`src/rtl/dsp_audio_pkg.sv`:
```
// Shared constants and types for the DSP audio output path.
// Used by the I2S transmitter and the sample FIFO.
package dsp_audio_pkg;

   localparam int DEFAULT_SAMPLE_WIDTH = 16;
   localparam int FRAME_BITS           = 2 * DEFAULT_SAMPLE_WIDTH;
   // Bit index at which a new frame word is taken from the FIFO.
   localparam int LOAD_INDEX           = 1;

   typedef enum logic [1:0] {
      EV_NONE,
      EV_RISE,
      EV_FALL
   } bclk_evt_e;

endpackage

```
`src/rtl/audio_sample_fifo.sv`:
```
// Small synchronous FIFO with a combinational head, level count and push/pop guards.
// A pop on empty is ignored; a push on full only lands when a pop frees a slot in the same cycle.
module audio_sample_fifo #(
   parameter int WIDTH = 16,
   parameter int DEPTH = 4,
   localparam int AW   = $clog2(DEPTH)
) (
   input  logic             clk_i,
   input  logic             rst_ni,
   input  logic             push_i,
   input  logic [WIDTH-1:0] data_i,
   input  logic             pop_i,
   output logic [WIDTH-1:0] head_o,
   output logic             full_o,
   output logic             empty_o,
   output logic [AW:0]      level_o
);

   logic [WIDTH-1:0] mem_q [DEPTH];
   logic [AW:0]      wr_cnt_q, wr_cnt_d;
   logic [AW:0]      rd_cnt_q, rd_cnt_d;
   logic             do_push, do_pop;

   assign level_o  = wr_cnt_q - rd_cnt_q;
   assign empty_o  = (level_o == '0);
   assign full_o   = (level_o == (AW+1)'(DEPTH));
   assign do_pop   = pop_i & ~empty_o;
   assign do_push  = push_i & (~full_o | do_pop);
   assign head_o   = mem_q[rd_cnt_q[AW-1:0]];
   assign wr_cnt_d = do_push ? wr_cnt_q + 1'b1 : wr_cnt_q;
   assign rd_cnt_d = do_pop  ? rd_cnt_q + 1'b1 : rd_cnt_q;

   always_ff @(posedge clk_i) begin
      if (do_push) begin
         mem_q[wr_cnt_q[AW-1:0]] <= data_i;
      end
   end

   always_ff @(posedge clk_i or negedge rst_ni) begin
      if (!rst_ni) begin
         wr_cnt_q <= '0;
         rd_cnt_q <= '0;
      end else begin
         wr_cnt_q <= wr_cnt_d;
         rd_cnt_q <= rd_cnt_d;
      end
   end

endmodule

```
`src/rtl/dsp_i2s_transmitter.sv`:
```
// Buffers mono DSP samples and serializes each one as an I2S stereo frame (same sample left and right).
// Bit clock comes from an internal divider; overflow and underrun are sticky until cleared.
module dsp_i2s_transmitter
   import dsp_audio_pkg::*;
#(
   parameter int SAMPLE_WIDTH = DEFAULT_SAMPLE_WIDTH,
   parameter int FIFO_DEPTH   = 4,
   parameter int BCLK_DIV     = 8
) (
   input  logic                        clk_i,
   input  logic                        rst_ni,
   input  logic                        enable_i,
   input  logic [SAMPLE_WIDTH-1:0]     audio_output_i,
   input  logic                        audio_valid_i,
   input  logic                        clear_flags_i,
   output logic                        i2s_bclk_o,
   output logic                        i2s_lrclk_o,
   output logic                        i2s_sdata_o,
   output logic [$clog2(FIFO_DEPTH):0] fifo_level_o,
   output logic                        overflow_o,
   output logic                        underrun_o
);

   localparam int FRAME_W = 2 * SAMPLE_WIDTH;
   localparam int IDX_W   = $clog2(FRAME_W);
   localparam int SLOT_W  = $clog2(SAMPLE_WIDTH);
   localparam int DIV_W   = (BCLK_DIV > 1) ? $clog2(BCLK_DIV) : 1;

   logic [DIV_W-1:0]        div_q, div_d;
   logic                    bclk_q, bclk_d;
   logic                    lrclk_q, lrclk_d;
   logic                    sdata_q, sdata_d;
   logic [IDX_W-1:0]        idx_q, idx_d, k_next;
   logic [SAMPLE_WIDTH-1:0] sample_q, sample_d;
   logic                    ovf_q, ovf_d, und_q, und_d;
   logic [SAMPLE_WIDTH-1:0] fifo_head, cur_sample;
   logic                    fifo_full, fifo_empty, fifo_pop;
   logic                    terminal, load_evt;
   logic [SLOT_W-1:0]       slot_sel;
   bclk_evt_e               evt;

   audio_sample_fifo #(
      .WIDTH (SAMPLE_WIDTH),
      .DEPTH (FIFO_DEPTH)
   ) u_fifo (
      .clk_i   (clk_i),
      .rst_ni  (rst_ni),
      .push_i  (audio_valid_i),
      .data_i  (audio_output_i),
      .pop_i   (fifo_pop),
      .head_o  (fifo_head),
      .full_o  (fifo_full),
      .empty_o (fifo_empty),
      .level_o (fifo_level_o)
   );

   assign terminal = enable_i && (div_q == DIV_W'(BCLK_DIV - 1));
   assign k_next   = idx_q + 1'b1;

   always_comb begin
      evt = EV_NONE;
      if (terminal) evt = bclk_q ? EV_FALL : EV_RISE;
   end

   assign load_evt   = (evt == EV_FALL) && (k_next == IDX_W'(LOAD_INDEX));
   assign fifo_pop   = load_evt & ~fifo_empty;
   assign cur_sample = fifo_pop ? fifo_head : sample_q;
   // The bit sent for new index k is slot position (k-1) mod SAMPLE_WIDTH, i.e. the old index.
   assign slot_sel   = ~idx_q[SLOT_W-1:0];

   always_comb begin
      div_d    = div_q;
      bclk_d   = bclk_q;
      idx_d    = idx_q;
      lrclk_d  = lrclk_q;
      sdata_d  = sdata_q;
      sample_d = sample_q;
      if (enable_i) div_d = terminal ? '0 : div_q + 1'b1;
      if (evt != EV_NONE) bclk_d = ~bclk_q;
      if (evt == EV_FALL) begin
         idx_d    = k_next;
         lrclk_d  = (k_next >= IDX_W'(SAMPLE_WIDTH));
         sdata_d  = cur_sample[slot_sel];
         sample_d = cur_sample;
      end
   end

   // A set event in the same cycle as clear_flags wins.
   assign ovf_d = (audio_valid_i & fifo_full & ~fifo_pop) | (ovf_q & ~clear_flags_i);
   assign und_d = (load_evt & fifo_empty) | (und_q & ~clear_flags_i);

   always_ff @(posedge clk_i or negedge rst_ni) begin
      if (!rst_ni) begin
         div_q    <= '0;
         bclk_q   <= 1'b0;
         idx_q    <= '0;
         lrclk_q  <= 1'b0;
         sdata_q  <= 1'b0;
         sample_q <= '0;
         ovf_q    <= 1'b0;
         und_q    <= 1'b0;
      end else begin
         div_q    <= div_d;
         bclk_q   <= bclk_d;
         idx_q    <= idx_d;
         lrclk_q  <= lrclk_d;
         sdata_q  <= sdata_d;
         sample_q <= sample_d;
         ovf_q    <= ovf_d;
         und_q    <= und_d;
      end
   end

   assign i2s_bclk_o  = bclk_q;
   assign i2s_lrclk_o = lrclk_q;
   assign i2s_sdata_o = sdata_q;
   assign overflow_o  = ovf_q;
   assign underrun_o  = und_q;

endmodule
```
`config.mk`:
```
export PLATFORM = sky130hd
export DESIGN_NAME = dsp_i2s_transmitter
export DESIGN_NICKNAME = d
export VERILOG_FILES = /design/src/rtl/dsp_audio_pkg.sv /design/src/rtl/audio_sample_fifo.sv /design/src/rtl/dsp_i2s_transmitter.sv
export SDC_FILE = /design/constraint.sdc
export NUM_CORES = 1
export LEC_CHECK = 0
export ABC_AREA = 1
export CAP_MARGIN = 20
export CORE_ASPECT_RATIO = 0.5
export CORE_UTILIZATION = 25
export DETAILED_ROUTE_END_ITERATION = 8
export GPL_ROUTABILITY_DRIVEN = 0
export PLACE_DENSITY = 0.38
export SLEW_MARGIN = 20
export SYNTH_ARGS = -nofsm -noshare
export SYNTH_HDL_FRONTEND = slang
export SYNTH_SLANG_ARGS = --single-unit
```
`constraint.sdc`:
```
create_clock -name clk_i -period 3.2 [get_ports clk_i]
set_input_delay 0.8 -clock clk_i [delete_from_list [all_inputs] [get_ports clk_i]]
set_output_delay 0.8 -clock clk_i [all_outputs]
set_load 0.005 [all_outputs]
```
==> flow_summary.yaml <==
setup_path:
  critPathKind: "flip-flop to output port"
  start_kind: "flip-flop"
  ff2ff_path_depth: 14
  cp.required_ns: 2.40
  slowest_stage: "clkdlybuf4s50_1"
  r2r_slack_ns: 0.53
  timing.rr.start: "u_fifo.wr_cnt_q[0]$_DFFE_PN0P_"
  crit_path_max_incr_delay_ns: 0.50
  cp_cell_sequence: "inv_1 -> ha_1 -> fa_1 -> inv_1 -> nand2_1 -> nand2_1 -> clkdlybuf4s50_1"
  worstSetupEndpointType: "output port"
  path_max_fanout: 4
  path_delay_family: "buffers and inverters"
  crit_arrival_ns: 2.18
  reg2reg_to: "i2s_sdata_o$_DFFE_PN0N_"
  path_buf_inv: 3
logic_synthesis:
  async_flop_share_pct: 34.7
  synth-edff-count: 64
  yosysUniqueCellTypes: 33
  synth-main-ff-cell: "edfxtp_1"
  synth-seq-cells: 98
  ys_seq_area_share_pct: 62.9
  ys_warn_count: 0
  synthCells: 402
  syn-num-nets: 434
  synthesis.area_um2: 4410
  postSynthAreaPerCell_um2: 11.0
timing:
  fin_ws_ns: 0.218
  setup_viol: 0
  fmax_mhz: 335
  period_minus_slack_ns: 2.98
  worst_pin_slew_ns: 0.827
  rsz0062_at_grt: "no"
  skew_ns: 0.0125
  finalCritPeriodShare_pct: 93.2
  hold_viol: 0
  relSlewSlack_pct: 44.9
  slew_violations: 0
  fin_setup_tns_ns: 0
clocking:
  cts_sinks: 98
  clkTransAtPathRegs_ns: 0.07
  cts_setup_buffers: 0
  root_buffer: "clkbuf_16"
  cts_buffer_depth: 2
  clkLatencyLatePin_ns: 0.35
  numCtsBuffers: 9
  h-tree-depth: 3
  cts_resized: 0
  cts-hold-fix-buffers: 0
  cts_tree: "yes"
power_and_ir_drop:
  p_leak_nw: 2.12
  peakVddDrop_uv: 257
  power_density_nw_per_um2: 791
finish:
  fin_util_pct: 31.4
  antenna_cells: 0
  drive_gt1_share_pct: 13.2
  num-fill-cells: 1732
  syn_to_final_growth_pct: 19.8
  nets: 468
place:
  dp_hpwl_mm: 6.59
  place_ws_ns: 0.370
  port_buffers: 28
routing:
  final_antenna_net_count: 0
  totalWireLength_mm: 10.1
  vias: 2824
  firstDrtPassIters: 4
  viasPerCell: 4.23
  routedWlPerCell_um: 15.1
  post-route-drc-count: 0
  dr.first_iter.drc_count: 211
floorplan:
  dieArea_um2: 18200
  die_w_um: 190
  die_h_um: 95.9
  pin_count: 29
  start_util_pct: 26.2
  rows: 33
  coreArea_um2: 16800
flow_run:
  drv_cap: 0
global_routing:
  grtUsageMet3_pct: 2.92
  grt_overflow: 0
  busiest_layer: "met1"
  use_met1_pct: 18.1
  antenna_found_initial: 0
  grt_pass1_vias: 2767
  track_usage_pct: 12.2
  gr-usage-met2_pct: 17.6
  grt_start_max_net_pins: 35
  grt_pass1_wl_mm: 16.3
min_path:
  hold_class: "flip-flop to flip-flop"
  hold_start: "sample_q[12]$_DFFE_PN0N_"
  worst_hold_path.endpoint: "sample_q[12]$_DFFE_PN0N_"
  hold_depth: 2
status:
  status: "completed"
-- through the flow --
step	cell area, um^2	instances	total power [mW]	hold slack, ns
after floorplan	4410	402	2.60	0.437
after global placement	4970	652	3.10	0.449
after detailed placement	4970	652	3.09	0.454
after CTS	5280	668	4.26	0.472
after global routing	5280	668	4.47	0.492
final	5280	668	4.18	0.466
-- area by class of cell --
cell class              instances  area [um^2]  share of cell area [%]
clock buffers                   9          225                    4.26
clock inverters                 7         87.6                    1.66
inverters                      38          145                    2.75
multi-input cells             250         1390                    26.2
flip-flops and latches         98         2770                    52.5
well taps                     227          284                    5.38
repair buffers                 39          383                    7.25
-- tightest hold or removal path: cells and delay by family (launching register included) --
| kind | cells | cell delay [ns] |
|---|---|---|
| flops | 1 | 0.32 |
| simple gates | 2 | 0.11 |
-- per-layer routing --
layer	up-vias	wire length [um]	part of all wire, %
met5	-	0	0
met3	5	468	4.6
met4	0	74	0.73
met2	46	4140	41
met1	1336	5410	54
li1	1437	-	-
-- registers in the layout, summed over array words and instances (netlist names) --
register,count
u_fifo.mem_q,64
i2s_bclk_o,1
i2s_sdata_o,1
u_fifo.rd_cnt_q,3
idx_q,4
u_fifo.wr_cnt_q,3
sample_q,16
div_q,3
i2s_lrclk_o,1
overflow_o,1
underrun_o,1
-- kinds of logic after synthesis --
| group | after synthesis | share of synthesized area, % |
|---|---|---|
| compound gates | 57 | 6.95 |
| xor+xnor | 5 | 0.993 |
| fa+ha+maj | 11 | 3.29 |
| buf+inv | 54 | 5.70 |
| flops | 98 | 62.9 |
| mux | 1 | 0.255 |
| simple gates | 176 | 19.9 |
-- worst max path at each step --
| stage | startpoint | endpoint | cells past startpoint |
|---|---|---|---|
| 2_1_floorplan | enable_i | u_fifo.mem_q[0][0]$_DFFE_PP_ | 9 |
| 3_3_place_gp | enable_i | u_fifo.mem_q[0][9]$_DFFE_PP_ | 10 |
| 3_5_place_dp | enable_i | u_fifo.mem_q[0][9]$_DFFE_PP_ | 10 |
| 4_1_cts | u_fifo.wr_cnt_q[0]$_DFFE_PN0P_ | fifo_level_o[2] | 7 |
| 5_1_grt | u_fifo.wr_cnt_q[0]$_DFFE_PN0P_ | fifo_level_o[2] | 7 |
| 6_report | u_fifo.wr_cnt_q[0]$_DFFE_PN0P_ | fifo_level_o[2] | 7 |
-- cell usage in the layout, fill, tap and decap left out, types with 2 or more instances in the layout --
cell,n
nand4_1,3
o21ai_1,2
nor2_4,2
buf_4,9
xor2_1,5
nand3_1,45
nand3_4,3
dfrtp_1,34
and2_1,4
nand2_2,9
ha_1,10
o21ai_0,34
nand2_1,52
clkbuf_16,9
inv_6,3
nand3_2,5
inv_1,34
clkdlybuf4s50_1,27
o22ai_1,11
buf_12,2
inv_2,3
nor2_1,47
edfxtp_1,64
inv_8,2
a21oi_1,9
nor2_2,2
-- synthesized netlist by cell type, types with 7 or more instances --
library cell / count / area [um^2]
inv_1: 34 / 128
nand2_2: 9 / 56.3
o22ai_1: 11 / 68.8
edfxtp_1: 64 / 1920
clkbuf_1: 7 / 26.3
ha_1: 10 / 125
a21oi_1: 9 / 45.0
dfrtp_1: 34 / 851
nand3_1: 45 / 225
nor2_1: 47 / 176
o21ai_0: 34 / 170
nand2_1: 52 / 195
-- power by group --
| group | internal (mW) | total (mW) | switching [mW] | leakage (nW) |
|---|---|---|---|---|
| combinational | 0.475 | 1.22 | 0.746 | 0.975 |
| clock | 0.628 | 1.15 | 0.522 | 0.155 |
| sequential | 1.64 | 1.81 | 0.167 | 0.994 |
| total | 2.74 | 4.18 | 1.44 | 2.12 |
(Power assumes the default switching activity.)
